$ cat src/rtl/uart_pkg.sv
`default_nettype none
// ============================================================================
//  Module   : uart_pkg
//  Purpose  : Definitions shared by the UART TX and the future RX block:
//             parity mode codes and the frame state machine encoding.
//  Ports    : none (package)
//  Revision : 1.0 - initial release
// ============================================================================
package uart_pkg;

    localparam int PARITY_NONE = 0;
    localparam int PARITY_ODD  = 1;
    localparam int PARITY_EVEN = 2;

    typedef enum logic [2:0] {
        ST_IDLE   = 3'd0,
        ST_START  = 3'd1,
        ST_DATA   = 3'd2,
        ST_PARITY = 3'd3,
        ST_STOP   = 3'd4
    } uart_state_e;

endpackage
`default_nettype wire

$ cat src/rtl/uart_baud_gen.sv
`default_nettype none
// ============================================================================
//  Module   : uart_baud_gen
//  Purpose  : Fractional baud tick generator. A 32-bit phase accumulator
//             advances by BAUD every clock and wraps at CLK_HZ; each wrap
//             emits a one-cycle tick. Mean tick period is CLK_HZ/BAUD with
//             at most one cycle of jitter. Free-running after reset.
//  Ports    : clk   in  1  system clock
//             rst_n in  1  asynchronous active-low reset
//             tick  out 1  one-cycle pulse per bit period (registered)
//  Revision : 1.0 - initial release
// ============================================================================
module uart_baud_gen #(
    parameter int CLK_HZ = 74000000,
    parameter int BAUD   = 115200
) (
    input  logic clk,
    input  logic rst_n,
    output logic tick
);

    logic [31:0] acc;
    logic [32:0] nxt;

    // One extra bit so the sum cannot wrap before the compare.
    assign nxt = {1'b0, acc} + 33'(BAUD);

    always_ff @(posedge clk or negedge rst_n) begin
        if (!rst_n) begin
            acc  <= '0;
            tick <= 1'b0;
        end else if (nxt >= 33'(CLK_HZ)) begin
            acc  <= 32'(nxt - 33'(CLK_HZ));
            tick <= 1'b1;
        end else begin
            acc  <= nxt[31:0];
            tick <= 1'b0;
        end
    end

endmodule
`default_nettype wire

$ cat src/rtl/uart_tx_fifo.sv
`default_nettype none
// ============================================================================
//  Module   : uart_tx_fifo
//  Purpose  : Parametrised UART transmitter with TX FIFO. Configurable data
//             width, parity and stop bits; fractional baud generator.
//  Ports    : sys_clk_i      in  1          system clock
//             sys_rstn_i     in  1          asynchronous active-low reset
//             uart_wr_i      in  1          write strobe (ignored when full)
//             uart_dat_i     in  DATA_BITS  word to send, LSB first
//             uart_ovf_clr_i in  1          clears the overflow flag
//             uart_tx        out 1          serial line, idle high
//             uart_busy_o    out 1          frame in progress or FIFO not empty
//             uart_full_o    out 1          FIFO holds FIFO_DEPTH entries
//             uart_empty_o   out 1          FIFO holds no entries
//             uart_level_o   out AW+1       FIFO occupancy
//             uart_ovf_o     out 1          sticky: a write was dropped
//  Revision : 1.0 - initial release
// ============================================================================
module uart_tx_fifo
    import uart_pkg::*;
#(
    parameter int CLK_HZ     = 74000000,
    parameter int BAUD       = 115200,
    parameter int DATA_BITS  = 8,
    parameter int PARITY     = 0,
    parameter int STOP_BITS  = 1,
    parameter int FIFO_DEPTH = 16
) (
    input  logic                          sys_clk_i,
    input  logic                          sys_rstn_i,
    input  logic                          uart_wr_i,
    input  logic [DATA_BITS-1:0]          uart_dat_i,
    input  logic                          uart_ovf_clr_i,
    output logic                          uart_tx,
    output logic                          uart_busy_o,
    output logic                          uart_full_o,
    output logic                          uart_empty_o,
    output logic [$clog2(FIFO_DEPTH):0]   uart_level_o,
    output logic                          uart_ovf_o
);

    localparam int AW = $clog2(FIFO_DEPTH);
    localparam int LW = AW + 1;

    // ------------------------------------------------------------------
    // Elaboration-time parameter checks
    // ------------------------------------------------------------------
    if (DATA_BITS < 5 || DATA_BITS > 9) begin : g_bad_data_bits
        $error("uart_tx_fifo: DATA_BITS must be in 5..9");
    end
    if (PARITY != PARITY_NONE && PARITY != PARITY_ODD && PARITY != PARITY_EVEN) begin : g_bad_parity
        $error("uart_tx_fifo: PARITY must be 0, 1 or 2");
    end
    if (STOP_BITS < 1 || STOP_BITS > 2) begin : g_bad_stop_bits
        $error("uart_tx_fifo: STOP_BITS must be 1 or 2");
    end
    if (FIFO_DEPTH < 2 || (FIFO_DEPTH & (FIFO_DEPTH - 1)) != 0) begin : g_bad_depth
        $error("uart_tx_fifo: FIFO_DEPTH must be a power of 2, >= 2");
    end
    if (BAUD <= 0 || BAUD >= CLK_HZ / 4) begin : g_bad_baud
        $error("uart_tx_fifo: BAUD must be positive and below CLK_HZ/4");
    end

    // ------------------------------------------------------------------
    // Baud tick
    // ------------------------------------------------------------------
    logic tick;

    uart_baud_gen #(
        .CLK_HZ (CLK_HZ),
        .BAUD   (BAUD)
    ) u_baud_gen (
        .clk   (sys_clk_i),
        .rst_n (sys_rstn_i),
        .tick  (tick)
    );

    // ------------------------------------------------------------------
    // TX FIFO
    // ------------------------------------------------------------------
    logic [DATA_BITS-1:0] mem [FIFO_DEPTH];
    logic [AW-1:0]        wr_ptr;
    logic [AW-1:0]        rd_ptr;
    logic [LW-1:0]        level;
    logic [LW-1:0]        level_nxt;
    logic                 full;
    logic                 empty;
    logic                 ovf;
    logic                 push;
    logic                 pop;
    logic [DATA_BITS-1:0] head;

    assign push = uart_wr_i & ~full;
    assign head = mem[rd_ptr];

    always_comb begin
        level_nxt = level;
        case ({push, pop})
            2'b10:   level_nxt = level + LW'(1);
            2'b01:   level_nxt = level - LW'(1);
            default: level_nxt = level;
        endcase
    end

    always_ff @(posedge sys_clk_i) begin
        if (push) begin
            mem[wr_ptr] <= uart_dat_i;
        end
    end

    // Pointers wrap naturally because the depth is a power of two.
    always_ff @(posedge sys_clk_i or negedge sys_rstn_i) begin
        if (!sys_rstn_i) begin
            wr_ptr <= '0;
            rd_ptr <= '0;
            level  <= '0;
            full   <= 1'b0;
            empty  <= 1'b1;
            ovf    <= 1'b0;
        end else begin
            if (push) wr_ptr <= wr_ptr + AW'(1);
            if (pop)  rd_ptr <= rd_ptr + AW'(1);
            level <= level_nxt;
            full  <= (level_nxt == LW'(FIFO_DEPTH));
            empty <= (level_nxt == '0);
            // A dropped write outranks a clear in the same cycle.
            if (uart_wr_i && full) begin
                ovf <= 1'b1;
            end else if (uart_ovf_clr_i) begin
                ovf <= 1'b0;
            end
        end
    end

    // ------------------------------------------------------------------
    // Frame state machine
    // ------------------------------------------------------------------
    uart_state_e          state_q, state_d;
    logic [DATA_BITS-1:0] shreg_q, shreg_d;
    logic [3:0]           bitcnt_q, bitcnt_d;
    logic [1:0]           stopcnt_q, stopcnt_d;
    logic                 par_q, par_d;
    logic                 tx_q, tx_d;

    always_ff @(posedge sys_clk_i or negedge sys_rstn_i) begin
        if (!sys_rstn_i) begin
            state_q   <= ST_IDLE;
            shreg_q   <= '0;
            bitcnt_q  <= '0;
            stopcnt_q <= '0;
            par_q     <= 1'b0;
            tx_q      <= 1'b1;
        end else begin
            state_q   <= state_d;
            shreg_q   <= shreg_d;
            bitcnt_q  <= bitcnt_d;
            stopcnt_q <= stopcnt_d;
            par_q     <= par_d;
            tx_q      <= tx_d;
        end
    end

    always_comb begin
        state_d   = state_q;
        shreg_d   = shreg_q;
        bitcnt_d  = bitcnt_q;
        stopcnt_d = stopcnt_q;
        par_d     = par_q;
        tx_d      = tx_q;
        pop       = 1'b0;

        if (tick) begin
            case (state_q)
                ST_IDLE: begin
                    tx_d = 1'b1;
                    if (!empty) begin
                        pop     = 1'b1;
                        shreg_d = head;
                        par_d   = (PARITY == PARITY_ODD) ? ~(^head) : ^head;
                        tx_d    = 1'b0;
                        state_d = ST_START;
                    end
                end
                ST_START: begin
                    tx_d     = shreg_q[0];
                    shreg_d  = shreg_q >> 1;
                    bitcnt_d = 4'd1;
                    state_d  = ST_DATA;
                end
                ST_DATA: begin
                    if (bitcnt_q < 4'(DATA_BITS)) begin
                        tx_d     = shreg_q[0];
                        shreg_d  = shreg_q >> 1;
                        bitcnt_d = bitcnt_q + 4'd1;
                    end else if (PARITY != PARITY_NONE) begin
                        tx_d    = par_q;
                        state_d = ST_PARITY;
                    end else begin
                        tx_d      = 1'b1;
                        stopcnt_d = 2'd1;
                        state_d   = ST_STOP;
                    end
                end
                ST_PARITY: begin
                    tx_d      = 1'b1;
                    stopcnt_d = 2'd1;
                    state_d   = ST_STOP;
                end
                ST_STOP: begin
                    if (stopcnt_q < 2'(STOP_BITS)) begin
                        stopcnt_d = stopcnt_q + 2'd1;
                    end else if (!empty) begin
                        // Chain straight into the next start bit, no idle gap.
                        pop     = 1'b1;
                        shreg_d = head;
                        par_d   = (PARITY == PARITY_ODD) ? ~(^head) : ^head;
                        tx_d    = 1'b0;
                        state_d = ST_START;
                    end else begin
                        tx_d    = 1'b1;
                        state_d = ST_IDLE;
                    end
                end
                default: begin
                    tx_d    = 1'b1;
                    state_d = ST_IDLE;
                end
            endcase
        end
    end

    // ------------------------------------------------------------------
    // Outputs
    // ------------------------------------------------------------------
    assign uart_tx      = tx_q;
    assign uart_busy_o  = (state_q != ST_IDLE) | ~empty;
    assign uart_full_o  = full;
    assign uart_empty_o = empty;
    assign uart_level_o = level;
    assign uart_ovf_o   = ovf;

endmodule
`default_nettype wire
$ cat config.mk
export PLATFORM = sky130hd
export DESIGN_NAME = uart_tx_fifo
export DESIGN_NICKNAME = d
export VERILOG_FILES = /design/src/rtl/uart_pkg.sv /design/src/rtl/uart_baud_gen.sv /design/src/rtl/uart_tx_fifo.sv
export SDC_FILE = /design/constraint.sdc
export NUM_CORES = 1
export LEC_CHECK = 0
export ABC_AREA = 1
export BUFFER_PORTS_ARGS = -buffer_cell sky130_fd_sc_hd__buf_2
export CORE_MARGIN = 4
export CORE_UTILIZATION = 58
export CTS_BUF_LIST = sky130_fd_sc_hd__clkbuf_4 sky130_fd_sc_hd__clkbuf_8
export DETAILED_ROUTE_END_ITERATION = 16
export GPL_ROUTABILITY_DRIVEN = 1
export MAX_ROUTING_LAYER = met4
export PLACE_DENSITY = 0.78
export REMOVE_ABC_BUFFERS = 1
export SETUP_SLACK_MARGIN = 0.02
export SKIP_CTS_REPAIR_TIMING = 1
export SLEW_MARGIN = 20
export SYNTH_ARGS = -nofsm -noshare
export SYNTH_HDL_FRONTEND = slang
export SYNTH_SLANG_ARGS = --single-unit
$ cat constraint.sdc
create_clock -name sys_clk_i -period 2.9 [get_ports sys_clk_i]
set_input_delay 0.29 -clock sys_clk_i [delete_from_list [all_inputs] [get_ports sys_clk_i]]
set_output_delay 0.29 -clock sys_clk_i [all_outputs]
set_load 0.02 [all_outputs]
==> flow_metrics.env <==
export IMPL_hp_start="uart_ovf_clr_i"
export IMPL_p_sw_mw=1.55
export IMPL_cts_tree="built"
export IMPL_clockRootBuffer="clkbuf_8"
export IMPL_final_hold_violation_count=0
export IMPL_slew_violations=0
export IMPL_cts_buffers=17
export IMPL_netlist_instances=964
export IMPL_crit_arrival_ns=3.24
export IMPL_max_stage_delay_ns=0.41
export IMPL_drt_iter0_drc=716
export IMPL_die_width_um=134
export IMPL_drtPass1Iterations=6
export IMPL_cellLeakagePower_nw=4.35
export IMPL_irDropWorstVdd_v=0.000434
export IMPL_grt_remaining_overflow=0
export IMPL_finalSetupTns_ns=0
export IMPL_crit_fanout=6
export IMPL_grt_use_total_pct=24.1
export IMPL_wl_mm=20.4
export IMPL_syn_to_final_growth_pct=10.3
export IMPL_io_pins=22
export IMPL_die_area_sq_um=17900
export IMPL_grt_pass1_vias=6657
export IMPL_cpMostUsedCell="inv_1"
export IMPL_path_buf_inv=5
export IMPL_ys_types=43
export IMPL_cts_htree_levels=4
export IMPL_drc_errors=0
export IMPL_path_cells="nor2_2 > inv_1 > nor2_2 > nand2_1 > nand2_2 > inv_2 > o21ai_2 > nor2_1 > buf_4 > ha_4 > fa_2 > a21o_1 > a21oi_2 > inv_1 > a21oi_1 > o21ai_1 > xor2_1 > inv_1 > nor2_1"
export IMPL_clock_sinks=188
export IMPL_synth_area_sq_um=9190
export IMPL_vias=6890
export IMPL_fp_coreArea_sq_um=15400
export IMPL_async_reset_ff_share_pct=31.9
export IMPL_ys_seq_area_share_pct=58.2
export IMPL_clk_latency_ns=0.47
export IMPL_p_clk_share_pct=30.2
export IMPL_initial_core_util_pct=59.8
export IMPL_fmax_mhz=353
export IMPL_clk_pin_slew_ns=0.10
export IMPL_rsz0062_at_grt="true"
export IMPL_cp_end_kind="flop"
export IMPL_drtAntennaViolNets=0
export IMPL_r2r_start="state_q[1]"
export IMPL_critPathLaunchType="flop"
export IMPL_nets=1038
export IMPL_row_count=45
export IMPL_slew_headroom_pct=41.0
export IMPL_synth_edff_count=128
export IMPL_cap_violations=0
export IMPL_multi_input_area_sq_um=3430
export IMPL_power_frac_seq_pct=58.1
export IMPL_wl_per_cell_um=16.5
export IMPL_grt_pass1_wl_mm=33.3
export IMPL_crit_family="simple AND/OR/NAND/NOR gates"
export IMPL_seqCellArea_sq_um=5350
export IMPL_crit_start="state_q[1]"
export IMPL_synth_seq_cells=188
export IMPL_finalSetupViolCount=0
export IMPL_antenna_found_initial=0
export IMPL_chipHeight_um=134
export IMPL_utilization_pct=66.0
export IMPL_p_int_mw=4.02
export IMPL_synth_ff_type="edfxtp_1"
export IMPL_hold_path_class="in -> reg"
export IMPL_tightest_slew_ns=0.881
export IMPL_dpl_hpwl_mm=13.7
export IMPL_ys_warn_count=0
export IMPL_io_buffers=21
export IMPL_post_synth_cell_area_avg_sq_um=9.54
export IMPL_vias_per_cell=5.58
export IMPL_fin_crit_ns=2.83
export IMPL_skew_ns=0.0118
export IMPL_nFillCells=1201
export IMPL_diodes=0
export IMPL_pwr_density_cell_nw_per_um2=550
export IMPL_crit_required_ns=3.31
export IMPL_cpMaxStageDelayCell="dfrtp_1"
export IMPL_clockBufferDepth=2
export IMPL_path_class="reg -> reg"
export IMPL_gp_congestion=0.911
export IMPL_finalCritPeriodShare_pct=97.6
export IMPL_p_sw_share_pct=27.8
export IMPL_p_comb_share_pct=11.7
export IMPL_grt_max_degree=68
export IMPL_outcome="finished clean"
export IMPL_drive_above_1_share_pct=13.4
[worst reg2reg max path: cells and delay by family (launching register included)]
| family | cells | cell delay (ns) |
|---|---|---|
| XOR/XNOR | 1 | 0.19 |
| adder cells (fa/ha/maj) | 2 | 0.57 |
| AO/OA/AOI/OAI | 5 | 0.58 |
| flip-flops | 1 | 0.41 |
| AND/OR/NAND/NOR | 6 | 0.62 |
| buffers and inverters | 5 | 0.41 |
[metal layers]
layer / up-vias / routed length (um) / GRT usage, %
met2: 197 / 10300 / 39.3
met4: 0 / 368 / 8.11
met3: 30 / 944 / 3.83
met1: 3296 / 8790 / 31.3
met5: - / 0 / -
li1: 3367 / - / -
[registers in the layout (all words and copies together), names as in the netlist]
| name | count |
|---|---|
| uart_tx | 1 |
| stopcnt_q | 2 |
| uart_empty_o | 1 |
| rd_ptr | 4 |
| wr_ptr | 4 |
| uart_level_o | 5 |
| mem | 128 |
| uart_full_o | 1 |
| state_q | 3 |
| u_baud_gen.acc | 25 |
| bitcnt_q | 4 |
| uart_ovf_o | 1 |
| u_baud_gen.tick | 1 |
| shreg_q | 8 |
[worst paths after layout]
kind	to	slack, ns	cells after the start
max	uart_empty_o	0.07	19
min	uart_ovf_o	0.02	2
max reg2reg	uart_empty_o	0.07	19
min reg2reg	u_baud_gen.acc[8]	0.49	2
max in group asynchronous	uart_empty_o	1.70	3
min in group asynchronous	bitcnt_q[0]	0.42	2
[synthesized netlist by cell type, types with 5 or more instances]
cell type,instances,area share [%]
nor2_4,5,0.61
edfxtp_1,128,42
inv_2,7,0.29
a21oi_1,12,0.65
dfrtp_1,58,16
o221ai_1,19,1.8
nand4_1,8,0.54
ha_1,15,2.0
xor2_1,25,2.4
o21ai_0,90,4.9
nor2_1,132,5.4
clkbuf_1,25,1.0
nand3_1,60,3.3
nand2_1,222,9.1
inv_1,75,3.1
o211ai_1,18,1.5
nand2_2,9,0.61
o22ai_1,13,0.88
[power groups by stage]
stage	Combinational (mW)	Sequential, mW	Clock [mW]
after floorplan	0.336	3.31	0
after global placement	0.600	3.29	0
after detailed placement	0.623	3.29	0
after CTS	0.626	3.24	1.70
after global routing	0.729	3.26	1.83
final	0.654	3.24	1.68
[layout make-up]
type	instances	share of cell area, %
inverters	85	3.17
clock buffers	18	2.38
clock inverters	14	1.33
repair buffers	57	3.89
well taps	211	2.60
multi-input cells	661	33.9
flip-flops and latches	188	52.8
[stage by stage]
step | setup WS [ns] | std cells | hold WS, ns | power, mW | instance area [sq um]
2_1_floorplan | -0.0523 | 934 | -0.00559 | 3.65 | 9050
3_3_place_gp | 0.0290 | 1195 | 0.408 | 3.89 | 9650
3_5_place_dp | -0.0922 | 1195 | 0.411 | 3.92 | 9650
4_1_cts | -0.135 | 1227 | -0.112 | 5.56 | 10000
5_1_grt | -0.165 | 1234 | 0.0306 | 5.82 | 10100
6_report | 0.0709 | 1234 | 0.0182 | 5.57 | 10100
[placed cells by master, fill, tap and decap left out, types with 2 or more instances in the layout]
| cell | netlist | final |
|---|---|---|
| a21o_1 | 2 | 2 |
| a21oi_1 | 12 | 11 |
| a21oi_2 | 3 | 4 |
| buf_2 | 0 | 21 |
| buf_4 | 3 | 33 |
| clkbuf_8 | 0 | 17 |
| clkinv_1 | 3 | 5 |
| clkinvlp_4 | 0 | 2 |
| dfrtp_1 | 58 | 57 |
| dfstp_2 | 2 | 2 |
| edfxtp_1 | 128 | 128 |
| ha_1 | 15 | 13 |
| ha_4 | 0 | 2 |
| inv_1 | 75 | 73 |
| inv_2 | 7 | 8 |
| inv_6 | 0 | 6 |
| nand2_1 | 222 | 220 |
| nand2_2 | 9 | 11 |
| nand2_4 | 3 | 3 |
| nand3_1 | 60 | 60 |
| nand3_2 | 2 | 2 |
| nand3b_1 | 3 | 3 |
| nand4_1 | 8 | 8 |
| nor2_1 | 132 | 130 |
| nor2_2 | 3 | 5 |
| nor2_4 | 5 | 5 |
| nor3_1 | 3 | 3 |
| o211ai_1 | 18 | 18 |
| o21ai_0 | 90 | 89 |
| o21ai_2 | 1 | 2 |
| o221ai_1 | 19 | 19 |
| o22ai_1 | 13 | 13 |
| xor2_1 | 25 | 25 |
[kinds of logic (layout without fill, tap and decap cells)]
group | after synthesis | count (layout) | synth area share, %
simple gates | 454 | 454 | 21.1
flops | 188 | 188 | 58.2
xor+xnor | 27 | 27 | 2.78
mux | 1 | 1 | 0.109
buf+inv | 115 | 174 | 4.98
fa+ha+maj | 16 | 16 | 2.26
compound gates | 163 | 163 | 10.6
No activity file was read; power rests on OpenSTA's default activity.
